--- src/rtl/key_filter.sv ---
// key_filter: debounces a raw mechanical key into a clean level plus
// one-cycle press / release / long-press pulses.
//
// Optional build feature: define KEY_LONG_PRESS_EN to build the long-press
// counter. When it is undefined, long_flag is tied low and everything else
// is unchanged.
//
// Flow: key_in -> 2-flop synchroniser -> key_s -> key_p (1 = pressed)
//       -> IDLE / PRESS_FILT / DOWN / REL_FILT filter FSM -> registered outputs.
// state_dbg mirrors the FSM state register so checkers can bind to it.
module key_filter #(
  parameter logic [19:0] CNT_MAX        = 20'd999_999,
  parameter logic [25:0] LONG_MAX       = 26'd49_999_999,
  parameter logic        KEY_ACTIVE_LOW = 1'b1
) (
  input  logic       sys_clk,
  input  logic       sys_rst_n,
  input  logic       key_in,
  output logic       key_level,
  output logic       key_flag,
  output logic       key_release_flag,
  output logic       long_flag,
  output logic [1:0] state_dbg
);

  typedef enum logic [1:0] {
    IDLE       = 2'd0,
    PRESS_FILT = 2'd1,
    DOWN       = 2'd2,
    REL_FILT   = 2'd3
  } state_t;

  state_t      state;
  state_t      state_nxt;
  logic [19:0] cnt;
  logic [19:0] cnt_nxt;
  logic        level_nxt;
  logic        key_flag_nxt;
  logic        rel_flag_nxt;

  logic        key_meta;
  logic        key_s;
  logic        key_p;

  // Two-flop synchroniser; both flops reset to the released input level.
  always_ff @(posedge sys_clk or negedge sys_rst_n) begin
    if (!sys_rst_n) begin
      key_meta <= KEY_ACTIVE_LOW;
      key_s    <= KEY_ACTIVE_LOW;
    end else begin
      key_meta <= key_in;
      key_s    <= key_meta;
    end
  end

  // Pressed indication independent of key polarity.
  assign key_p = key_s ^ KEY_ACTIVE_LOW;

  // FSM state, filter counter, debounced level and press/release pulses.
  always_ff @(posedge sys_clk or negedge sys_rst_n) begin
    if (!sys_rst_n) begin
      state            <= IDLE;
      cnt              <= 20'd0;
      key_level        <= 1'b0;
      key_flag         <= 1'b0;
      key_release_flag <= 1'b0;
    end else begin
      state            <= state_nxt;
      cnt              <= cnt_nxt;
      key_level        <= level_nxt;
      key_flag         <= key_flag_nxt;
      key_release_flag <= rel_flag_nxt;
    end
  end

  // Next-state logic: a change of key_p must persist through CNT_MAX more
  // samples after the first one before it is accepted; any contrary sample
  // drops back to the settled state and clears the counter.
  always_comb begin
    state_nxt    = state;
    cnt_nxt      = cnt;
    level_nxt    = key_level;
    key_flag_nxt = 1'b0;
    rel_flag_nxt = 1'b0;
    case (state)
      IDLE: begin
        if (key_p) begin
          state_nxt = PRESS_FILT;
          cnt_nxt   = 20'd1;
        end else begin
          cnt_nxt   = 20'd0;
        end
      end
      PRESS_FILT: begin
        if (!key_p) begin
          state_nxt = IDLE;
          cnt_nxt   = 20'd0;
        end else if (cnt >= CNT_MAX) begin
          state_nxt    = DOWN;
          cnt_nxt      = 20'd0;
          level_nxt    = 1'b1;
          key_flag_nxt = 1'b1;
        end else begin
          cnt_nxt = cnt + 20'd1;
        end
      end
      DOWN: begin
        if (!key_p) begin
          state_nxt = REL_FILT;
          cnt_nxt   = 20'd1;
        end else begin
          cnt_nxt   = 20'd0;
        end
      end
      REL_FILT: begin
        if (key_p) begin
          state_nxt = DOWN;
          cnt_nxt   = 20'd0;
        end else if (cnt >= CNT_MAX) begin
          state_nxt    = IDLE;
          cnt_nxt      = 20'd0;
          level_nxt    = 1'b0;
          rel_flag_nxt = 1'b1;
        end else begin
          cnt_nxt = cnt + 20'd1;
        end
      end
      default: begin
        state_nxt = IDLE;
        cnt_nxt   = 20'd0;
        level_nxt = 1'b0;
      end
    endcase
  end

  assign state_dbg = state;

`ifdef KEY_LONG_PRESS_EN
  logic [25:0] long_cnt;

  // Long-press counter: restarts only on a fresh confirmed press, counts
  // while settled in DOWN, holds through release-filter bounces and
  // saturates at LONG_MAX so long_flag fires once per press.
  always_ff @(posedge sys_clk or negedge sys_rst_n) begin
    if (!sys_rst_n) begin
      long_cnt  <= 26'd0;
      long_flag <= 1'b0;
    end else begin
      long_flag <= 1'b0;
      if (state == PRESS_FILT && state_nxt == DOWN) begin
        long_cnt <= 26'd0;
      end else if (state == DOWN && long_cnt < LONG_MAX) begin
        long_cnt <= long_cnt + 26'd1;
        if (long_cnt == LONG_MAX - 26'd1) begin
          long_flag <= 1'b1;
        end
      end
    end
  end
`else
  assign long_flag = 1'b0;
`endif

endmodule

--- config.mk ---
export PLATFORM = sky130hd
export DESIGN_NAME = key_filter
export DESIGN_NICKNAME = d
export VERILOG_FILES = /design/src/rtl/key_filter.sv
export SDC_FILE = /design/constraint.sdc
export NUM_CORES = 1
export LEC_CHECK = 0
export ABC_CLOCK_PERIOD_IN_PS = 5400
export CORE_MARGIN = 2
export CORE_UTILIZATION = 40
export CTS_BUF_LIST = sky130_fd_sc_hd__clkbuf_4
export DETAILED_ROUTE_END_ITERATION = 10
export SLEW_MARGIN = 20
export SYNTH_ARGS = -nofsm -noshare
export SYNTH_HDL_FRONTEND = slang
export SYNTH_SLANG_ARGS = --single-unit
--- constraint.sdc ---
create_clock -name sys_clk -period 5.4 [get_ports sys_clk]
set_input_delay 1.35 -clock sys_clk [delete_from_list [all_inputs] [get_ports sys_clk]]
set_output_delay 1.35 -clock sys_clk [all_outputs]
set_load 0.005 [all_outputs]
==> reports/metrics.yaml <==
job:
  drv_cap: 0
hold_path:
  hold_start: "key_meta"
  worst_hold_path_type: "flip-flop to flip-flop"
sta:
  final_max_slew_viol_count: 0
  setup_viol: 0
  fin_worst_skew_ns: 0.005204
  slew-limit-headroom: 0.5364
  fin_crit_sh: 0.5018
  rsz0062_at_grt: "false"
  period_minus_slack_ns: 2.710
  fmax_mhz: 369.0
  finalHoldViolations: 0
  tns_ns: 0
  worstMarginPinSlew_ns: 0.6938
  fin_ws_ns: 2.690
setup_path:
  worstPathArrival_ns: 1.36
  start_kind: "flip-flop"
  crit_path_cell_trace: "clkdlybuf4s50_1"
  crit_path_end_kind: "primary output"
  crit_buf_inv: 1
  slowest_stage: "clkdlybuf4s50_1"
  cpPeakStageDelay_ns: 0.54
  critPathKind: "flip-flop to primary output"
  r2r_start: "cnt[0]"
  crit_fanout: 7
  required_ns: 4.05
  cp_top_family: "buffers and inverters"
status:
  status: "finished clean"
route:
  wl_per_cell_um: 13.38
  postRouteAntennaNets: 0
  via_per_inst: 5.293
  totalWireLength_um: 2462
  num_vias: 974
  drcViolationCount: 0
  first_iter_violations: 42
  drt_first_pass_iters: 4
floorplan:
  row_count: 21
  die_y_um: 62.15
  core-area_um2: 3284
  die-area_um2: 3863
  die_w_um: 62.15
  start_util: 0.4118
  num_io_pins: 9
power:
  swShare: 0.2334
  p_leak_nw: 0.5676
  clkPwrFrac: 0.289
  p_sw_mw: 0.07258
  comb_power_share: 0.044
  pwr-share-seq: 0.668
  p_int_mw: 0.2384
  ir_drop_uv: 123.0
  p_per_area_nw_per_um2: 207.5
clocking:
  cts_hold_buf: 0
  htreeDepth: 1
  clock_sinks: 27
  clock_latency_ns: 0.32
  postCtsSetupBuffers: 0
  cts_tree: "done"
  cts_buffers: 3
  cts_root_buffer: "clkbuf_4"
  cts_buffer_depth: 2
  cts_resized: 0
  clk_pin_slew_ns: 0.15
grt:
  grt_use_total: 0.1470
  antenna_found_initial: 0
  grt_pass1_vias: 980
  grt_max_degree: 28
  grt-ovfl-total: 0
  grt_first_pass_wirelength_um: 4643
place:
  pre_cts_ws_ns: 3.059
  postPlaceCellArea_um2: 1469
  gp_congestion: 0.7566
  io_buffers: 7
  dp_hpwl_um: 1733
logic_synthesis:
  yosys_warnings: 0
  syn_inst: 131
  yosysTopAreaCell: "dfrtp_1"
  synth_area_leaders: "dfrtp_1, nor3_1, xor2_1"
  synth_top_cell_area_share: 0.4625
  ys_seq_elements: 27
  netlist_area_um2: 1353
  postSynthAreaPerCell_um2: 10.32
  ys_types: 36
  synth-seq-area-share: 0.5014
  synth_nets: 135
finish:
  area_delta_synth_final_pct: 10.82
  finalInstanceArea_um2: 1499
  antennaDiodeCount: 0
  multi_input_area_um2: 621.8
  n_fill_cell: 336
  nNetsFinal: 143
  seqCellArea_um2: 678.2
  utilization: 0.4564
  drive_gt1_frac: 0.1232
## synth_stat cells (all sizes together)
cell type / number
dfstp: 2
a211oi: 6
o41a: 1
o31ai: 5
and3: 3
and4: 2
nand3: 7
nor3b: 1
a2111oi: 1
xor2: 9
nor2: 4
and2: 1
nand4: 5
mux2i: 1
nand2: 9
o211ai: 1
or3: 2
a21o: 1
dfrtp: 25
inv: 7
buf: 3
or4: 4
conb: 1
nor3: 16
ha: 1
clkbuf: 3
a21bo: 1
nor4b: 1
xnor2: 5
o21ai: 3
## cell families after synthesis
kind of cell,Yosys count,synth area share
simple gates,55,0.2313
other cells,1,0.002773
compound gates,19,0.1147
buf+inv,13,0.04255
mux,1,0.007401
flops,27,0.5014
xor+xnor,14,0.09066
fa+ha+maj,1,0.009249
## layout by cell type, fill, tap and decap left out, drive strengths merged, types with 2 or more instances in the layout
cell type	count
dfrtp	25
nor3	16
nand2	9
xor2	9
inv	7
clkdlybuf4s50	7
nand3	7
a211oi	6
o31ai	5
xnor2	5
nand4	5
nor2	4
or4	4
o21ai	3
and3	3
clkbuf	3
or3	2
dfstp	2
buf	2
and4	2
## power groups by stage
stage,Combinational (mW),Sequential (mW),Clock (mW)
finish,0.0136,0.208,0.0898
floorplan,0.00640,0.211,0
CTS,0.0142,0.208,0.0955
global route,0.0157,0.208,0.106
global placement,0.0138,0.211,0
detailed placement,0.0141,0.211,0
## state kept, by name, summed over array words and instances (netlist names), named ones only
signal	count
key_level	1
key_s	1
key_meta	1
state_dbg	1
cnt	20
key_flag	1
key_release_flag	1
## path summary, 6_finish.rpt
| kind | slack, ns | end | depth (start not counted) |
|---|---|---|---|
| min | 0.37 | key_s | 0 |
| min reg2reg | 0.37 | key_s | 0 |
| max | 2.69 | state_dbg[1] | 1 |
| max reg2reg | 3.20 | cnt[3] | 6 |
| min in group asynchronous | 1.37 | cnt[15] | 2 |
| max in group asynchronous | 3.72 | key_s | 2 |
## cell type report
cell class / count / area share
Tap cell: 46 / 0.03840
Inverter: 7 / 0.01753
Sequential cell: 27 / 0.4524
Clock buffer: 3 / 0.01503
Timing Repair Buffer: 9 / 0.05676
Multi-Input combinational cell: 91 / 0.4149
Clock inverter: 1 / 0.005008
## routing by layer
metal / share of wire / vias to the layer above / GRT usage
li1: - / 487 / -
met3: 0.013 / 2 / 0.02174
met4: 0.0069 / 0 / 0.04167
met1: 0.49 / 482 / 0.1995
met2: 0.49 / 3 / 0.2459
met5: 0 / - / 0
## stage by stage
step | total power, mW | hold slack [ns] | instances
final | 0.3110 | 0.3665 | 184
after global routing | 0.3300 | 0.3784 | 184
after CTS | 0.3174 | 0.3675 | 184
after detailed placement | 0.2255 | 0.3468 | 180
after global placement | 0.2251 | 0.3457 | 180
after floorplan | 0.2174 | 0.3452 | 131
Note: power is estimated with default switching activity, not from simulation.
